===== config.mk =====
export PLATFORM = sky130hd
export DESIGN_NAME = nlp_seq_ctrl
export DESIGN_NICKNAME = d
export VERILOG_FILES = /design/src/rtl/nlp_pkg.sv /design/src/rtl/nlp_phase_cnt.sv /design/src/rtl/nlp_seq_ctrl.sv
export SDC_FILE = /design/constraint.sdc
export NUM_CORES = 1
export LEC_CHECK = 0
export ABC_CLOCK_PERIOD_IN_PS = 7250
export CORE_UTILIZATION = 55
export DETAILED_ROUTE_END_ITERATION = 12
export PLACE_DENSITY = 0.81
export SLEW_MARGIN = 30
export SYNTH_ARGS = -nofsm -noshare
export SYNTH_HDL_FRONTEND = slang
export SYNTH_HIERARCHICAL = 1
export SYNTH_SLANG_ARGS = --single-unit

===== constraint.sdc =====
create_clock -name clk -period 7.25 [get_ports clk]
set_input_delay 0.725 -clock clk [delete_from_list [all_inputs] [get_ports clk]]
set_output_delay 0.725 -clock clk [all_outputs]
set_load 0.02 [all_outputs]

===== src/rtl/nlp_pkg.sv =====
// Shared definitions for the NLProc sequencer: phase encoding and default
// datapath timing constants.
package nlp_pkg;

  localparam int unsigned WORD_BYTES = 10;
  localparam int unsigned RUN_STEPS  = 10;
  localparam int unsigned ENC_LAT    = 2;
  localparam int unsigned PIPE_LAT   = 3;
  localparam int unsigned CNT_W      = 4;

  typedef enum logic [2:0] {
    ST_IDLE  = 3'd0,
    ST_LOAD  = 3'd1,
    ST_ENC   = 3'd2,
    ST_RUN   = 3'd3,
    ST_DRAIN = 3'd4,
    ST_HOLD  = 3'd5
  } state_t;

  // Terminal count value for a phase of n cycles (a zero-length phase is skipped).
  function automatic int unsigned last_of(input int unsigned n);
    return (n == 0) ? 0 : n - 1;
  endfunction

endpackage


===== src/rtl/nlp_phase_cnt.sv =====
// Phase counter: clear/increment with a terminal-count compare against a
// run-time limit, so one instance can serve several phases.
module nlp_phase_cnt #(
  parameter int unsigned W = 4
) (
  input  logic         clk,
  input  logic         rst,
  input  logic         clr,
  input  logic         inc,
  input  logic [W-1:0] last,
  output logic [W-1:0] cnt,
  output logic         tc_c
);

  always_ff @(posedge clk) begin
    if (rst) begin
      cnt <= '0;
    end else if (clr) begin
      cnt <= '0;
    end else if (inc) begin
      cnt <= cnt + W'(1);
    end
  end

  assign tc_c = (cnt == last);

endmodule


===== src/rtl/nlp_seq_ctrl.sv =====
// Handshaked phase sequencer for the NLProc pipeline: gathers a key word,
// waits for encoding, steps the LSTM, drains the tail stages and holds the result.
module nlp_seq_ctrl
  import nlp_pkg::*;
#(
  parameter int unsigned WORD_BYTES = nlp_pkg::WORD_BYTES,
  parameter int unsigned RUN_STEPS  = nlp_pkg::RUN_STEPS,
  parameter int unsigned ENC_LAT    = nlp_pkg::ENC_LAT,
  parameter int unsigned PIPE_LAT   = nlp_pkg::PIPE_LAT,
  parameter int unsigned CNT_W      = nlp_pkg::CNT_W
) (
  input  logic             clk,
  input  logic             rst,
  input  logic             ice,
  input  logic             byte_valid,
  output logic             byte_ready,
  output logic             ls,
  output logic             shift_en,
  output logic             sce,
  output logic [CNT_W-1:0] step_idx,
  output logic             res_valid,
  input  logic             res_ready,
  output logic             busy,
  output logic             err_short
);

  localparam logic [CNT_W-1:0] BYTE_LAST = CNT_W'(last_of(WORD_BYTES));
  localparam logic [CNT_W-1:0] ENC_LAST  = CNT_W'(last_of(ENC_LAT));
  localparam logic [CNT_W-1:0] RUN_LAST  = CNT_W'(last_of(RUN_STEPS));
  localparam logic [CNT_W-1:0] PIPE_LAST = CNT_W'(last_of(PIPE_LAT));

  state_t           state, state_nxt;
  logic             accept;
  logic             byte_clr, byte_inc, byte_tc;
  logic             stp_clr, stp_inc, stp_tc;
  logic             err_nxt;
  logic [CNT_W-1:0] byte_cnt, stp_cnt, stp_last, step_nxt;

  // byte_ready is high exactly while in LOAD, so this is the accept strobe
  assign accept   = byte_valid & byte_ready;
  assign shift_en = accept;

  nlp_phase_cnt #(.W(CNT_W)) u_byte_cnt (
    .clk  (clk),
    .rst  (rst),
    .clr  (byte_clr),
    .inc  (byte_inc),
    .last (BYTE_LAST),
    .cnt  (byte_cnt),
    .tc_c (byte_tc)
  );

  // Shared step/wait counter; its limit follows the current phase
  always_comb begin
    stp_last = '0;
    case (state)
      ST_ENC:   stp_last = ENC_LAST;
      ST_RUN:   stp_last = RUN_LAST;
      ST_DRAIN: stp_last = PIPE_LAST;
      default:  stp_last = '0;
    endcase
  end

  nlp_phase_cnt #(.W(CNT_W)) u_stp_cnt (
    .clk  (clk),
    .rst  (rst),
    .clr  (stp_clr),
    .inc  (stp_inc),
    .last (stp_last),
    .cnt  (stp_cnt),
    .tc_c (stp_tc)
  );

  always_ff @(posedge clk) begin
    if (rst) begin
      state <= ST_IDLE;
    end else begin
      state <= state_nxt;
    end
  end

  always_comb begin
    state_nxt = state;
    byte_clr  = 1'b0;
    byte_inc  = 1'b0;
    stp_clr   = 1'b0;
    stp_inc   = 1'b0;
    err_nxt   = 1'b0;
    case (state)
      ST_IDLE: begin
        if (ice) begin
          state_nxt = ST_LOAD;
          byte_clr  = 1'b1;
        end
      end
      ST_LOAD: begin
        // a byte accepted in the same cycle ice falls still counts
        if (accept) begin
          if (byte_tc) begin
            byte_clr  = 1'b1;
            stp_clr   = 1'b1;
            state_nxt = (ENC_LAT == 0) ? ST_RUN : ST_ENC;
          end else begin
            byte_inc = 1'b1;
          end
        end else if (!ice) begin
          byte_clr  = 1'b1;
          err_nxt   = 1'b1;
          state_nxt = ST_IDLE;
        end
      end
      ST_ENC: begin
        if (stp_tc) begin
          stp_clr   = 1'b1;
          state_nxt = ST_RUN;
        end else begin
          stp_inc = 1'b1;
        end
      end
      ST_RUN: begin
        if (stp_tc) begin
          stp_clr   = 1'b1;
          state_nxt = (PIPE_LAT == 0) ? ST_HOLD : ST_DRAIN;
        end else begin
          stp_inc = 1'b1;
        end
      end
      ST_DRAIN: begin
        if (stp_tc) begin
          stp_clr   = 1'b1;
          state_nxt = ST_HOLD;
        end else begin
          stp_inc = 1'b1;
        end
      end
      ST_HOLD: begin
        if (res_ready) begin
          state_nxt = ST_IDLE;
        end
      end
      default: begin
        state_nxt = ST_IDLE;
      end
    endcase
  end

  always_comb begin
    step_nxt = stp_cnt;
    if (stp_clr) begin
      step_nxt = '0;
    end else if (stp_inc) begin
      step_nxt = stp_cnt + CNT_W'(1);
    end
  end

  // Outputs are registered from the next state so they align with the phase
  always_ff @(posedge clk) begin
    if (rst) begin
      byte_ready <= 1'b0;
      ls         <= 1'b0;
      sce        <= 1'b0;
      step_idx   <= '0;
      res_valid  <= 1'b0;
      busy       <= 1'b0;
      err_short  <= 1'b0;
    end else begin
      byte_ready <= (state_nxt == ST_LOAD);
      ls         <= (state_nxt == ST_LOAD);
      sce        <= (state_nxt == ST_RUN) || (state_nxt == ST_DRAIN);
      step_idx   <= (state_nxt == ST_RUN) ? step_nxt : '0;
      res_valid  <= (state_nxt == ST_HOLD);
      busy       <= (state_nxt != ST_IDLE);
      err_short  <= err_nxt;
    end
  end

endmodule


==> flow_summary.yaml <==
synth:
  ys_seq_area_share_pct: 36.24
  synth_top_area_share_pct: 36.24
  async_reset_ff_share_pct: 0
  ys_ff_latch: 20
  syn-instance-count: 112
  ys_top_cells_by_area: "dfxtp_1 36%, xor2_1 7.9%, and2_1 3.4%"
  ys_warn_count: 6
  yosysTopAreaCell: "dfxtp_1"
  synth_edf_count: 0
  synthesis.area_um2: 1105
  synth_top_flop_cell: "dfxtp_1"
  synth.avg_cell_area_um2: 9.864
  synth.distinct_cells: 38
clock_tree:
  cts_setup_buffers: 0
  path_clk_slew_ns: 0.11
  htreeDepth: 1
  clock-sinks: 20
  clk_path_buf_depth: 2
  postCtsHoldBufs: 0
  insertion_delay_ns: 0.30
  cts_buffers: 3
  ctsRootBufferMaster: "clkbuf_4"
  postCtsResizedCells: 0
  cts_tree: "yes"
power_and_ir_drop:
  clkPwrFrac_pct: 31.4
  intPower_w: 0.0001541
  p_comb_share_pct: 12.7
  cellPowerDensity_nw_per_um2: 154.1
  ir_worst_vdd_mv: 0.2023
  power.switching_w: 0.00004892
  cellLeakagePower_nw: 0.5468
  p_sw_share_pct: 24.10
  power_frac_seq_pct: 55.9
layout:
  area_growth_pct: 19.25
  layout.nets: 140
  layout_commonest_cell: "dfxtp_1"
  antenna_cells: 0
  drive_gt1_share_pct: 14.50
  layout_common_cells: "20 x dfxtp_1, 15 x clkdlybuf4s50_1, 10 x xor2_1"
  design_area_um2: 1318
die:
  row_count: 15
  die_y_um: 46.82
  die-width_um: 46.82
  coreArea_um2: 1802
  dieArea_um2: 2192
  ios: 16
  start_util_pct: 61.32
setup_path:
  cpPeakStageDelay_ns: 0.63
  slowest_stage: "nor4_2"
  worst-path-max-fanout: 9
  startpoint_type: "flip-flop"
  crit_family: "simple AND/OR/NAND/NOR gates"
  critPathCaptureType: "flip-flop"
  cpMostUsedCell: "xor2_1"
  cp_num_buf_inv: 0
  crit_arrival_ns: 3.09
  crit_chain: "and2b_2 -> and2_1 -> xor2_1 -> nor4_2 -> xor2_1 -> a32oi_4 -> a31oi_4 -> or3_1"
  worst-endpoint-required_ns: 7.44
  path_class: "reg2reg"
run_status:
  outcome: "complete, no violations"
sta:
  finalSetupViolCount: 0
  clock_skew_ns: 0.005423
  slew_viol_final: 0
  fmax_mhz: 345.2
  rsz0062_at_grt: "false"
  fin_tns_setup_ns: 0
  hold_violations: 0
  max-slew-margin-rel_pct: 55.92
  finalCritPeriodShare_pct: 39.95
  fin_crit_ns: 2.897
  worst_slew_pin_slew_ns: 0.6557
detailed_routing:
  antenna_left: 0
  viasPerCell: 5.558
  wire_per_inst_um: 13.13
  drt_iter0_markers: 30
  first_pass_iters: 4
  vias: 867
  drcViolationCount: 0
  routed_wl_um: 2048
global_routing:
  grt_start_max_net_pins: 12
  grt.total_usage_pct: 21.38
  antenna_found_initial: 0
  grt_overflow: 0
  first_global_vias: 827
  grt_pass1_wl_um: 3270
place:
  postPlaceCellArea_um2: 1275
  io_buffers: 15
  hpwl_um: 1563
  place_congestion: 0.8713
worst_hold_path:
  worstHoldPathType: "reg2reg"
job:
  maxCapViolCount: 0
[routing by layer]
| metal | part of all wire, % | up-vias | wire length [um] | global-route usage, % |
|---|---|---|---|---|
| met5 | 0 | - | 0 | 0 |
| met4 | 2.1 | 0 | 43 | 13.14 |
| met3 | 3.4 | 5 | 70 | 2.692 |
| met2 | 52 | 17 | 1071 | 39.72 |
| met1 | 42 | 417 | 863 | 22.70 |
| li1 | - | 428 | - | - |
[cell usage after synthesis, types with 3 or more instances]
cell / number
a21oi_1: 5
and2_1: 6
and2b_2: 3
buf_4: 3
dfxtp_1: 20
ha_1: 3
mux2_1: 3
nand2_1: 3
nand3_1: 3
nand4_1: 3
nor2_1: 8
nor3_1: 4
nor4_1: 4
xnor2_1: 3
xor2_1: 10
[final timing paths]
kind	start	to	slack [ns]	cells past startpoint
min	u_stp_cnt/cnt[0]	step_idx[0]	0.57	1
max	state[1]	busy	4.35	8
min reg2reg	u_stp_cnt/cnt[0]	step_idx[0]	0.57	1
max reg2reg	state[1]	busy	4.35	8
[flip-flops by register name, summed over array words and instances, names as in the netlist]
name            flops
u_stp_cnt/cnt       4
err_short           1
busy                1
step_idx            4
ls                  1
u_byte_cnt/cnt      4
res_valid           1
state               3
sce                 1
[worst register-to-register path, cell delays in order, from the launching register on]
cell     delay, ns
dfxtp_1       0.48
and2b_2       0.29
and2_1        0.19
xor2_1        0.15
nor4_2        0.63
xor2_1        0.22
a32oi_4       0.31
a31oi_4       0.13
or3_1         0.39
[power groups by stage]
stage                      logic, W  registers, W  clock network (W)
after floorplan           0.0000171      0.000116                  0
after global placement    0.0000246      0.000116                  0
after detailed placement  0.0000254      0.000116                  0
after CTS                 0.0000255      0.000114          0.0000663
after global routing      0.0000275      0.000114          0.0000683
final                     0.0000257      0.000114          0.0000638
[cells by family (layout without fill, tap and decap cells)]
| kind of cell | after synthesis | count (layout) | share of synthesized area, % |
|---|---|---|---|
| AOI/OAI and AO/OA | 15 | 15 | 15.06 |
| other | 2 | 5 | 0.6798 |
| DFF | 20 | 20 | 36.24 |
| and+or+nand+nor | 50 | 50 | 27.07 |
| adders and majority gates | 3 | 3 | 3.398 |
| buffers and inverters | 4 | 20 | 2.378 |
| muxes | 5 | 5 | 4.870 |
| xor gates and xnor gates | 13 | 13 | 10.31 |
[stage by stage]
stage	total power [W]	setup slack, ns	hold slack [ns]	instances	utilization, %
2_1_floorplan	0.0001332	4.897	0.4946	115	-
3_3_place_gp	0.0001405	4.284	0.5325	152	70.76
3_5_place_dp	0.0001414	4.103	0.5514	152	70.76
5_1_grt	0.0002097	4.182	0.5979	156	73.13
4_1_cts	0.0002053	4.076	0.5780	156	72.78
6_report	0.0002030	4.353	0.5696	156	73.13
[layout make-up]
class,count,area [um2]
timing repair buffer,15,150.1
clock buffer,4,36.28
multi-input combinational,91,695.7
fill,145,484.2
inverter,1,3.754
sequential,20,400.4
tap,25,31.28
No activity file was read; power rests on OpenSTA's default activity.
